File: config.mk
export PLATFORM = sky130hd
export DESIGN_NAME = io_responder
export DESIGN_NICKNAME = d
export VERILOG_FILES = /design/src/rtl/io_responder.sv
export SDC_FILE = /design/constraint.sdc
export NUM_CORES = 1
export LEC_CHECK = 0
export CAP_MARGIN = 10
export CORE_MARGIN = 2
export CORE_UTILIZATION = 56
export DETAILED_ROUTE_END_ITERATION = 7
export GPL_TIMING_DRIVEN = 0
export PLACE_DENSITY = 0.91
export SYNTH_ARGS = -nofsm -noshare
export SYNTH_HDL_FRONTEND = slang
export SYNTH_SLANG_ARGS = --single-unit
export TNS_END_PERCENT = 1
File: constraint.sdc
create_clock -name clk -period 7.01 [get_ports clk]
set_clock_uncertainty 0.1 [all_clocks]
set_input_delay 1.402 -clock clk [delete_from_list [all_inputs] [get_ports clk]]
set_output_delay 1.402 -clock clk [all_outputs]
set_load 0.05 [all_outputs]
File: src/rtl/io_responder.sv
// Memory-mapped board I/O: HEX/LED output registers, synchronized switches and
// debounced keys with ready/overrun status, all with single-cycle read responses.
module io_responder #(
    parameter int DBITS           = 32,
    parameter int DEBOUNCE_CYCLES = 100000
) (
    input  logic             clk,
    input  logic             reset,
    input  logic             req_valid,
    input  logic             req_we,
    input  logic [DBITS-1:0] req_addr,
    input  logic [DBITS-1:0] req_wdata,
    output logic             req_hit,
    output logic             rsp_valid,
    output logic [DBITS-1:0] rsp_rdata,
    input  logic [3:0]       KEY,
    input  logic [9:0]       SW,
    output logic [6:0]       HEX0,
    output logic [6:0]       HEX1,
    output logic [6:0]       HEX2,
    output logic [6:0]       HEX3,
    output logic [9:0]       LEDR,
    output logic [7:0]       LEDG
);

    localparam int CW = (DEBOUNCE_CYCLES > 1) ? $clog2(DEBOUNCE_CYCLES) : 1;
    localparam logic [CW-1:0] CNT_MAX = CW'(DEBOUNCE_CYCLES - 1);

    localparam logic [9:0] A_HEX     = 10'h000;
    localparam logic [9:0] A_LEDR    = 10'h001;
    localparam logic [9:0] A_LEDG    = 10'h002;
    localparam logic [9:0] A_KEYDATA = 10'h004;
    localparam logic [9:0] A_SWDATA  = 10'h005;
    localparam logic [9:0] A_KEYCTRL = 10'h044;

    logic [15:0]      hex_q, hex_d;
    logic [9:0]       ledr_q, ledr_d;
    logic [7:0]       ledg_q, ledg_d;
    logic [9:0]       sw_s1_q, sw_s2_q;
    logic [3:0]       key_s1_q, key_s2_q;
    logic [3:0]       key_deb_q, key_deb_d;
    logic [CW-1:0]    cnt_q [4];
    logic [CW-1:0]    cnt_d [4];
    logic             ready_q, ready_d;
    logic             overrun_q, overrun_d;
    logic             rsp_valid_q, rsp_valid_d;
    logic [DBITS-1:0] rsp_rdata_q, rsp_rdata_d;

    logic             acc;
    logic [9:0]       widx;
    logic [3:0]       key_sync;
    logic             key_change;
    logic             kd_read;
    logic [DBITS-1:0] rdata_mux;
    logic             unused_bits;

    assign unused_bits = ^{req_addr[1:0], req_wdata[DBITS-1:16]};

    assign req_hit  = (req_addr[31:12] == 20'hF0000);
    assign acc      = req_valid & req_hit;
    assign widx     = req_addr[11:2];
    assign key_sync = ~key_s2_q;
    assign kd_read  = acc & ~req_we & (widx == A_KEYDATA);

    function automatic logic [6:0] seg7(input logic [3:0] n);
        logic [6:0] s;
        case (n)
            4'h0: s = 7'b1000000;
            4'h1: s = 7'b1111001;
            4'h2: s = 7'b0100100;
            4'h3: s = 7'b0110000;
            4'h4: s = 7'b0011001;
            4'h5: s = 7'b0010010;
            4'h6: s = 7'b0000010;
            4'h7: s = 7'b1111000;
            4'h8: s = 7'b0000000;
            4'h9: s = 7'b0010000;
            4'hA: s = 7'b0001000;
            4'hB: s = 7'b0000011;
            4'hC: s = 7'b1000110;
            4'hD: s = 7'b0100001;
            4'hE: s = 7'b0000110;
            default: s = 7'b0001110;
        endcase
        return s;
    endfunction

    // Per-key debounce: count consecutive cycles the synchronized value disagrees.
    always_comb begin
        key_deb_d = key_deb_q;
        for (int i = 0; i < 4; i++) begin
            cnt_d[i] = '0;
            if (key_sync[i] != key_deb_q[i]) begin
                if (cnt_q[i] == CNT_MAX) begin
                    key_deb_d[i] = key_sync[i];
                end else begin
                    cnt_d[i] = cnt_q[i] + CW'(1);
                end
            end
        end
    end

    assign key_change = |(key_deb_d ^ key_deb_q);

    always_comb begin
        rdata_mux = '0;
        case (widx)
            A_HEX:     rdata_mux[15:0] = hex_q;
            A_LEDR:    rdata_mux[9:0]  = ledr_q;
            A_LEDG:    rdata_mux[7:0]  = ledg_q;
            A_KEYDATA: rdata_mux[3:0]  = key_deb_q;
            A_SWDATA:  rdata_mux[9:0]  = sw_s2_q;
            A_KEYCTRL: rdata_mux[2:0]  = {overrun_q, 1'b0, ready_q};
            default:   rdata_mux       = '0;
        endcase
    end

    always_comb begin
        hex_d       = hex_q;
        ledr_d      = ledr_q;
        ledg_d      = ledg_q;
        ready_d     = ready_q;
        overrun_d   = overrun_q;
        rsp_valid_d = acc & ~req_we;
        rsp_rdata_d = rsp_valid_d ? rdata_mux : '0;
        if (acc && req_we) begin
            case (widx)
                A_HEX:   hex_d  = req_wdata[15:0];
                A_LEDR:  ledr_d = req_wdata[9:0];
                A_LEDG:  ledg_d = req_wdata[7:0];
                default: ;
            endcase
        end
        // A fresh overrun beats a simultaneous clear; a fresh change beats a read.
        if (key_change && ready_q && !kd_read) begin
            overrun_d = 1'b1;
        end else if (acc && req_we && (widx == A_KEYCTRL) && !req_wdata[2]) begin
            overrun_d = 1'b0;
        end
        if (key_change) begin
            ready_d = 1'b1;
        end else if (kd_read) begin
            ready_d = 1'b0;
        end
    end

    always_ff @(posedge clk) begin
        if (reset) begin
            hex_q       <= '0;
            ledr_q      <= '0;
            ledg_q      <= '0;
            sw_s1_q     <= '0;
            sw_s2_q     <= '0;
            key_s1_q    <= '0;
            key_s2_q    <= '0;
            key_deb_q   <= '0;
            for (int i = 0; i < 4; i++) cnt_q[i] <= '0;
            ready_q     <= 1'b0;
            overrun_q   <= 1'b0;
            rsp_valid_q <= 1'b0;
            rsp_rdata_q <= '0;
        end else begin
            hex_q       <= hex_d;
            ledr_q      <= ledr_d;
            ledg_q      <= ledg_d;
            sw_s1_q     <= SW;
            sw_s2_q     <= sw_s1_q;
            key_s1_q    <= KEY;
            key_s2_q    <= key_s1_q;
            key_deb_q   <= key_deb_d;
            for (int i = 0; i < 4; i++) cnt_q[i] <= cnt_d[i];
            ready_q     <= ready_d;
            overrun_q   <= overrun_d;
            rsp_valid_q <= rsp_valid_d;
            rsp_rdata_q <= rsp_rdata_d;
        end
    end

    assign rsp_valid = rsp_valid_q;
    assign rsp_rdata = rsp_rdata_q;
    assign LEDR      = ledr_q;
    assign LEDG      = ledg_q;
    assign HEX0      = seg7(hex_q[3:0]);
    assign HEX1      = seg7(hex_q[7:4]);
    assign HEX2      = seg7(hex_q[11:8]);
    assign HEX3      = seg7(hex_q[15:12]);

endmodule

==> flow_summary.ini, run 1 <==
[die]
die_h_um = 126
start_util_pct = 57.3
ios = 162
fp.dieArea_mm2 = 0.0159
core_mm2 = 0.0145
die_w_um = 126
rows = 44

[setup_path]
path_delay_family = buffers and inverters
critPathRequiredTime_ps = 7230
start_kind = primary input
crit_arrival_ps = 5490
worstPathCellList = clkdlybuf4s50_1 > clkbuf_1 > clkbuf_1 > clkbuf_1 > clkbuf_1 > nor2_1 > inv_1 > ha_1 > a21oi_1 > mux2_2 > o31ai_1 > and3_1
crit_type = primary input to register
worstSetupEndpointType = register
cp_max_fo = 10
slowest_stage = clkbuf_1
crit_path_frequent_cell = clkbuf_1
path_buf_inv = 6
path_depth = 12
cpPeakStageDelay_ps = 610
worst-r2r-cell-count = 6

[place]
gp_congestion = 0.922
hpwl_um = 15700
port_buffers = 123
numPlacedInstances = 1239

[min_path]
hold-path-cell-count = 1
hold_path.class = register to register

[timing]
fin_crit_ps = 5270
setup_viol = 0
tightest_slew_ps = 927
slew_viol_final = 0
timing.setup.tns_ps = 0
clock.fmax_ghz = 0.190
relSlewSlack_pct = 37.7
fin_crit_sh_pct = 75.2
rsz0062_at_grt = no
hold_violations = 0

[global_route]
grtUsageMet1_pct = 33.6
grt.busiest_layer = met2
grt_util_met2_pct = 44.0
antenna_found_initial = 0
grt_max_degree = 17
grt_pass1_vias = 6992
grt_usage_pct = 27.2
grt_pass1_wl_um = 34300
grt_use_met3_pct = 7.90
grt_overflow_total = 0

[detailed_routing]
drt-vias-per-instance = 5.74
drt_wl_total_um = 21700
drt-wirelength-per-cell_um = 17.1
dr.pass1.iters = 7
dr_total_vias = 7281
drtIter0Drc = 848
drc = 0
antenna_left = 0

[final_layout]
multiInputGateArea_mm2 = 0.00441
final_cell_count_no_fill = 1268
nNetsFinal = 1184
area_growth_pct = 24.5
n_fill_cell = 1073
drive_gt1_share_pct = 7.38
regArea_mm2 = 0.00362
diodes = 0

[synthesis]
syn_avg_cell_area_um2 = 9.08
synth_top_area_cell = dfxtp_1
synth.top_cell.area_share_pct = 43.5
synth-seq-cells = 181
async_flop_share_pct = 0
syn_area_mm2 = 0.00833
synth.most_common_cell = dfxtp_1
yosysUniqueCellTypes = 66
ys_top_cells_by_count = dfxtp_1 (181), nor2_1 (118), nand2_1 (71), mux2i_1 (49), a21oi_1 (45)
synth_ff_type = dfxtp_1
ys_warn_count = 0
synth_enable_flop_cells = 0
synth.area.top_cells = dfxtp_1 (44%), mux2i_1 (5.9%), nor2_1 (5.3%), xor2_1 (4.5%), ha_1 (4.2%)
syn_inst = 917
ys_seq_area_share_pct = 43.5

[power_and_ir_drop]
vdd_drop_max_mv = 0.191
p_per_area_mw_per_mm2 = 197
power_leakage_nw = 3.76

[clock_tree]
numCtsBuffers = 17
cts_max_path_buffers = 2
clkTransAtPathRegs_ps = 60
hold_buffers = 0
cts-root-buf = clkbuf_16
cts.sinks = 181
post_cts_buffers = 0
htree_levels = 4
tritoncts = built
clk_latency_ps = 430
cts-resized-gates = 0

[job]
drv_cap = 0

[run_status]
status = finished clean
==> worst register-to-register path, cell delays in order, from the launching register on <==
cell	delay, ps
dfxtp_1	370
or4bb_1	550
nor4_1	520
or3b_2	210
buf_2	200
buf_2	250
nor2_1	70
==> cells in the final DEF, fill, tap and decap left out, types with 4 or more instances in the layout <==
cell type / instances
a211oi_1: 6
a21oi_1: 45
a222oi_1: 5
a22o_1: 4
a22oi_1: 9
a31oi_1: 6
and3_1: 19
and4_1: 9
buf_2: 5
buf_4: 17
clkbuf_1: 26
clkbuf_16: 17
clkdlybuf4s50_1: 123
clkinv_2: 5
conb_1: 16
dfxtp_1: 181
ha_1: 28
inv_1: 21
mux2_2: 12
mux2i_1: 49
nand2_1: 71
nand2b_1: 24
nand3_1: 35
nand3b_1: 6
nand4_1: 11
nor2_1: 118
nor2b_1: 40
nor3_1: 11
nor4_1: 11
o211ai_1: 5
o21ai_0: 16
o32ai_1: 6
or2_2: 4
or3_1: 12
xnor2_1: 14
xor2_1: 43
==> kinds of logic (layout without fill, tap and decap cells) <==
kind of cell / count (synthesis) / count (layout) / synth area share [%]
multiplexers: 61 / 61 / 7.51
XOR/XNOR: 57 / 57 / 5.99
AND/OR/NAND/NOR: 402 / 402 / 25.4
flip-flops: 181 / 181 / 43.5
buffers and inverters: 70 / 222 / 4.19
AO/OA/AOI/OAI: 117 / 117 / 9.10
adder cells (fa/ha/maj): 28 / 28 / 4.21
other: 1 / 16 / 0.0450
==> final cells by class <==
| cell class | instances | area share [%] |
|---|---|---|
| plain buffers | 49 | 2.61 |
| clock buffers | 23 | 4.51 |
| clock inverters | 6 | 0.531 |
| inverters | 21 | 0.760 |
| multi-input cells | 681 | 42.6 |
| flip-flops and latches | 181 | 34.9 |
| well taps | 184 | 2.22 |
| repair buffers | 123 | 11.9 |
==> power by group <==
group | leakage [nW] | internal [mW] | switching [mW]
Combinational | 2.03 | 0.0572 | 0.0747
Clock | 0.262 | 0.498 | 0.368
Sequential | 1.47 | 1.04 | 0.00819
==> per-stage QoR <==
stage	setup WS (ps)	hold slack, ps	power, mW	util [%]	area (um^2)
2_1_floorplan	2850	314	1.14	-	8390
4_1_cts	1910	336	2.05	71.3	10400
3_3_place_gp	1650	319	1.20	67.8	9850
3_5_place_dp	1550	323	1.20	67.8	9850
6_report	1740	334	2.05	71.3	10400
5_1_grt	1680	354	2.11	71.3	10400
==> flip-flops by register name, summed over array words and instances (netlist names) <==
| register | cells |
|---|---|
| key_s2_q | 4 |
| key_s1_q | 4 |
| HEX1 | 7 |
| rsp_rdata | 16 |
| HEX2 | 7 |
| HEX3 | 7 |
| sw_s1_q | 10 |
| ready_q | 1 |
| cnt_q | 68 |
| sw_s2_q | 10 |
| rsp_valid | 1 |
| overrun_q | 1 |
| key_deb_q | 4 |
| HEX0 | 7 |
| hex_q | 16 |
| LEDR | 10 |
| LEDG | 8 |
==> worst paths after layout <==
| kind | end | from | slack, ps |
|---|---|---|---|
| worst max-delay path | HEX1[3] | reset | 1740 |
| worst min-delay path | sw_s2_q[2] | sw_s1_q[2] | 330 |
| worst max register to register | cnt_q[3][9] | cnt_q[3][6] | 4630 |
| worst min register to register | sw_s2_q[2] | sw_s1_q[2] | 330 |
==> per-layer routing <==
metal,share of wire [%],routed length [um],vias to the layer above
met3,8.4,1810,57
li1,-,-,3477
met2,48,10300,332
met1,41,8930,3415
met4,2.9,634,0
met5,0,0,-
No activity file was read; power rests on OpenSTA's default activity.
==> run 2: changes to the inputs <==
--- a/config.mk
+++ b/config.mk
@@ -7,10 +7,10 @@
 export LEC_CHECK = 0
 export CAP_MARGIN = 10
 export CORE_MARGIN = 2
-export CORE_UTILIZATION = 56
+export CORE_UTILIZATION = 47
 export DETAILED_ROUTE_END_ITERATION = 7
 export GPL_TIMING_DRIVEN = 0
-export PLACE_DENSITY = 0.91
+export PLACE_DENSITY = 0.82
 export SYNTH_ARGS = -nofsm -noshare
 export SYNTH_HDL_FRONTEND = slang
 export SYNTH_SLANG_ARGS = --single-unit
==> constraint.sdc (replaced) <==
create_clock -name clk -period 4.85 [get_ports clk]
set_clock_uncertainty 0.1 [all_clocks]
set_input_delay 0.97 -clock clk [delete_from_list [all_inputs] [get_ports clk]]
set_output_delay 0.97 -clock clk [all_outputs]
set_load 0.05 [all_outputs]
==> flow_summary.ini, run 2 (synthesis results as in run 1) <==
[run_status]
status = finished clean

[place]
detailed_place.area_mm2 = 0.00990
gp_congestion = 0.951
hpwl_um = 15500
preCtsSetupSlack_ps = -174
port_buffers = 123

[detailed_routing]
dr.pass1.iters = 5
drt-vias-per-instance = 5.46
drc = 0
drt-wirelength-per-cell_um = 16.1
drt_wl_total_um = 21100
drtIter0Drc = 598
dr_total_vias = 7162
antenna_left = 0

[clock_tree]
tritoncts = built
post_cts_buffers = 0
cts-resized-gates = 0
cts-root-buf = clkbuf_16
numCtsBuffers = 17
clk_latency_ps = 440
clkTransAtPathRegs_ps = 70
hold_buffers = 0
cts_max_path_buffers = 2
cts.sinks = 181
htree_levels = 4

[setup_path]
crit_arrival_ps = 4830
slowest_stage = clkbuf_1
critPathRequiredTime_ps = 5080
setup.worst_path.start = reset
worstPathCellList = clkdlybuf4s50_1 > clkbuf_1 > clkbuf_1 > clkbuf_1 > clkbuf_1 > nor2_1 > inv_1 > ha_1 > a21oi_1 > mux2_2 > o31ai_1 > and3_1
cp_max_fo = 10
crit_type = primary input to register
timing.rr.start = cnt_q[0][0]
path_buf_inv = 6
worst-r2r-setup-slack_ps = 2480
cpPeakStageDelay_ps = 580
path_delay_family = buffers and inverters
start_kind = primary input
crit_path_frequent_cell = clkbuf_1
worstSetupEndpointType = register

[global_route]
antenna_found_initial = 0
grt_pass1_wl_um = 32900
grt_usage_pct = 22.7
grt_pass1_vias = 6566
grt_overflow_total = 0
grt_max_degree = 18

[min_path]
hold_path.class = register to register
hp-start = key_s1_q[2]

[timing]
setup_viol = 0
fin_ws_ps = 249
hold_violations = 0
clock.fmax_ghz = 0.217
fin_crit_sh_pct = 94.9
relSlewSlack_pct = 48.6
rsz0062_at_grt = no
tightest_slew_ps = 764
slew_viol_final = 0
fin_crit_ps = 4600

[die]
start_util_pct = 48.2
rows = 48
core_mm2 = 0.0173
die_h_um = 137
die_w_um = 137
ios = 162
fp.dieArea_mm2 = 0.0188

[job]
drv_cap = 0

[power_and_ir_drop]
finalPower_mw = 3.19
power_leakage_nw = 3.80
p_per_area_mw_per_mm2 = 303
vdd_drop_max_mv = 0.247

[final_layout]
multiInputGateArea_mm2 = 0.00441
nNetsFinal = 1184
diodes = 0
n_fill_cell = 1450
area_growth_pct = 26.5
final_cell_mix = dfxtp_1 (181), clkdlybuf4s50_1 (123), nor2_1 (118)
layout_commonest_cell = dfxtp_1
drive_gt1_share_pct = 7.91
stdcell_area_mm2 = 0.0105
largest_reg_flops = 68
top_register = cnt_q
fin_util_pct = 60.9
regArea_mm2 = 0.00362
-- run 2: cell types whose count changed in the layout (fill, tap and decap cells not counted), sizes merged --
cell      before  now
bufinv         1    4
clkbuf        46   41
clkinv         5    1
clkinvlp       0    2
inv           21   28
-- run 2: per-stage QoR --
step           setup TNS [ps]  hold WS, ps  std cells
2_1_floorplan               0          314        932
3_3_place_gp             -221          319       1280
3_5_place_dp             -565          324       1280
4_1_cts                     0          338       1312
5_1_grt                     0          350       1312
6_report                    0          339       1312
-- run 2: cell type report --
type	count	area share [%]
inverters	21	0.748
multi-input cells	681	41.9
repair buffers	123	11.7
plain buffers	49	2.56
clock inverters	14	1.99
flip-flops and latches	181	34.4
well taps	225	2.67
clock buffers	18	4.07
-- run 2: final timing paths --
check / endpoint / cells after the start
worst max-delay path: HEX1[3] / 12
worst max register to register: cnt_q[0][13] / 8
worst min register to register: key_s2_q[2] / 1
worst min-delay path: key_s2_q[2] / 1
-- run 2: metal layers --
layer / global-route usage [%] / routed length (um)
met1: 29.2 / 8960
met2: 37.1 / 9850
met3: 4.56 / 1740
met4: 9.56 / 582
met5: 0 / 0
-- run 2: worst register-to-register path: cells and delay by family (launching register included) --
family | cells | cell delay, ps
fa+ha+maj | 1 | 210
simple gates | 5 | 860
buf+inv | 2 | 700
flops | 1 | 370
-- run 2: report_power, final --
part | internal (mW) | switching (mW)
sequential | 1.50 | 0.0112
combinational | 0.0826 | 0.106
clock | 0.878 | 0.605
total | 2.47 | 0.722
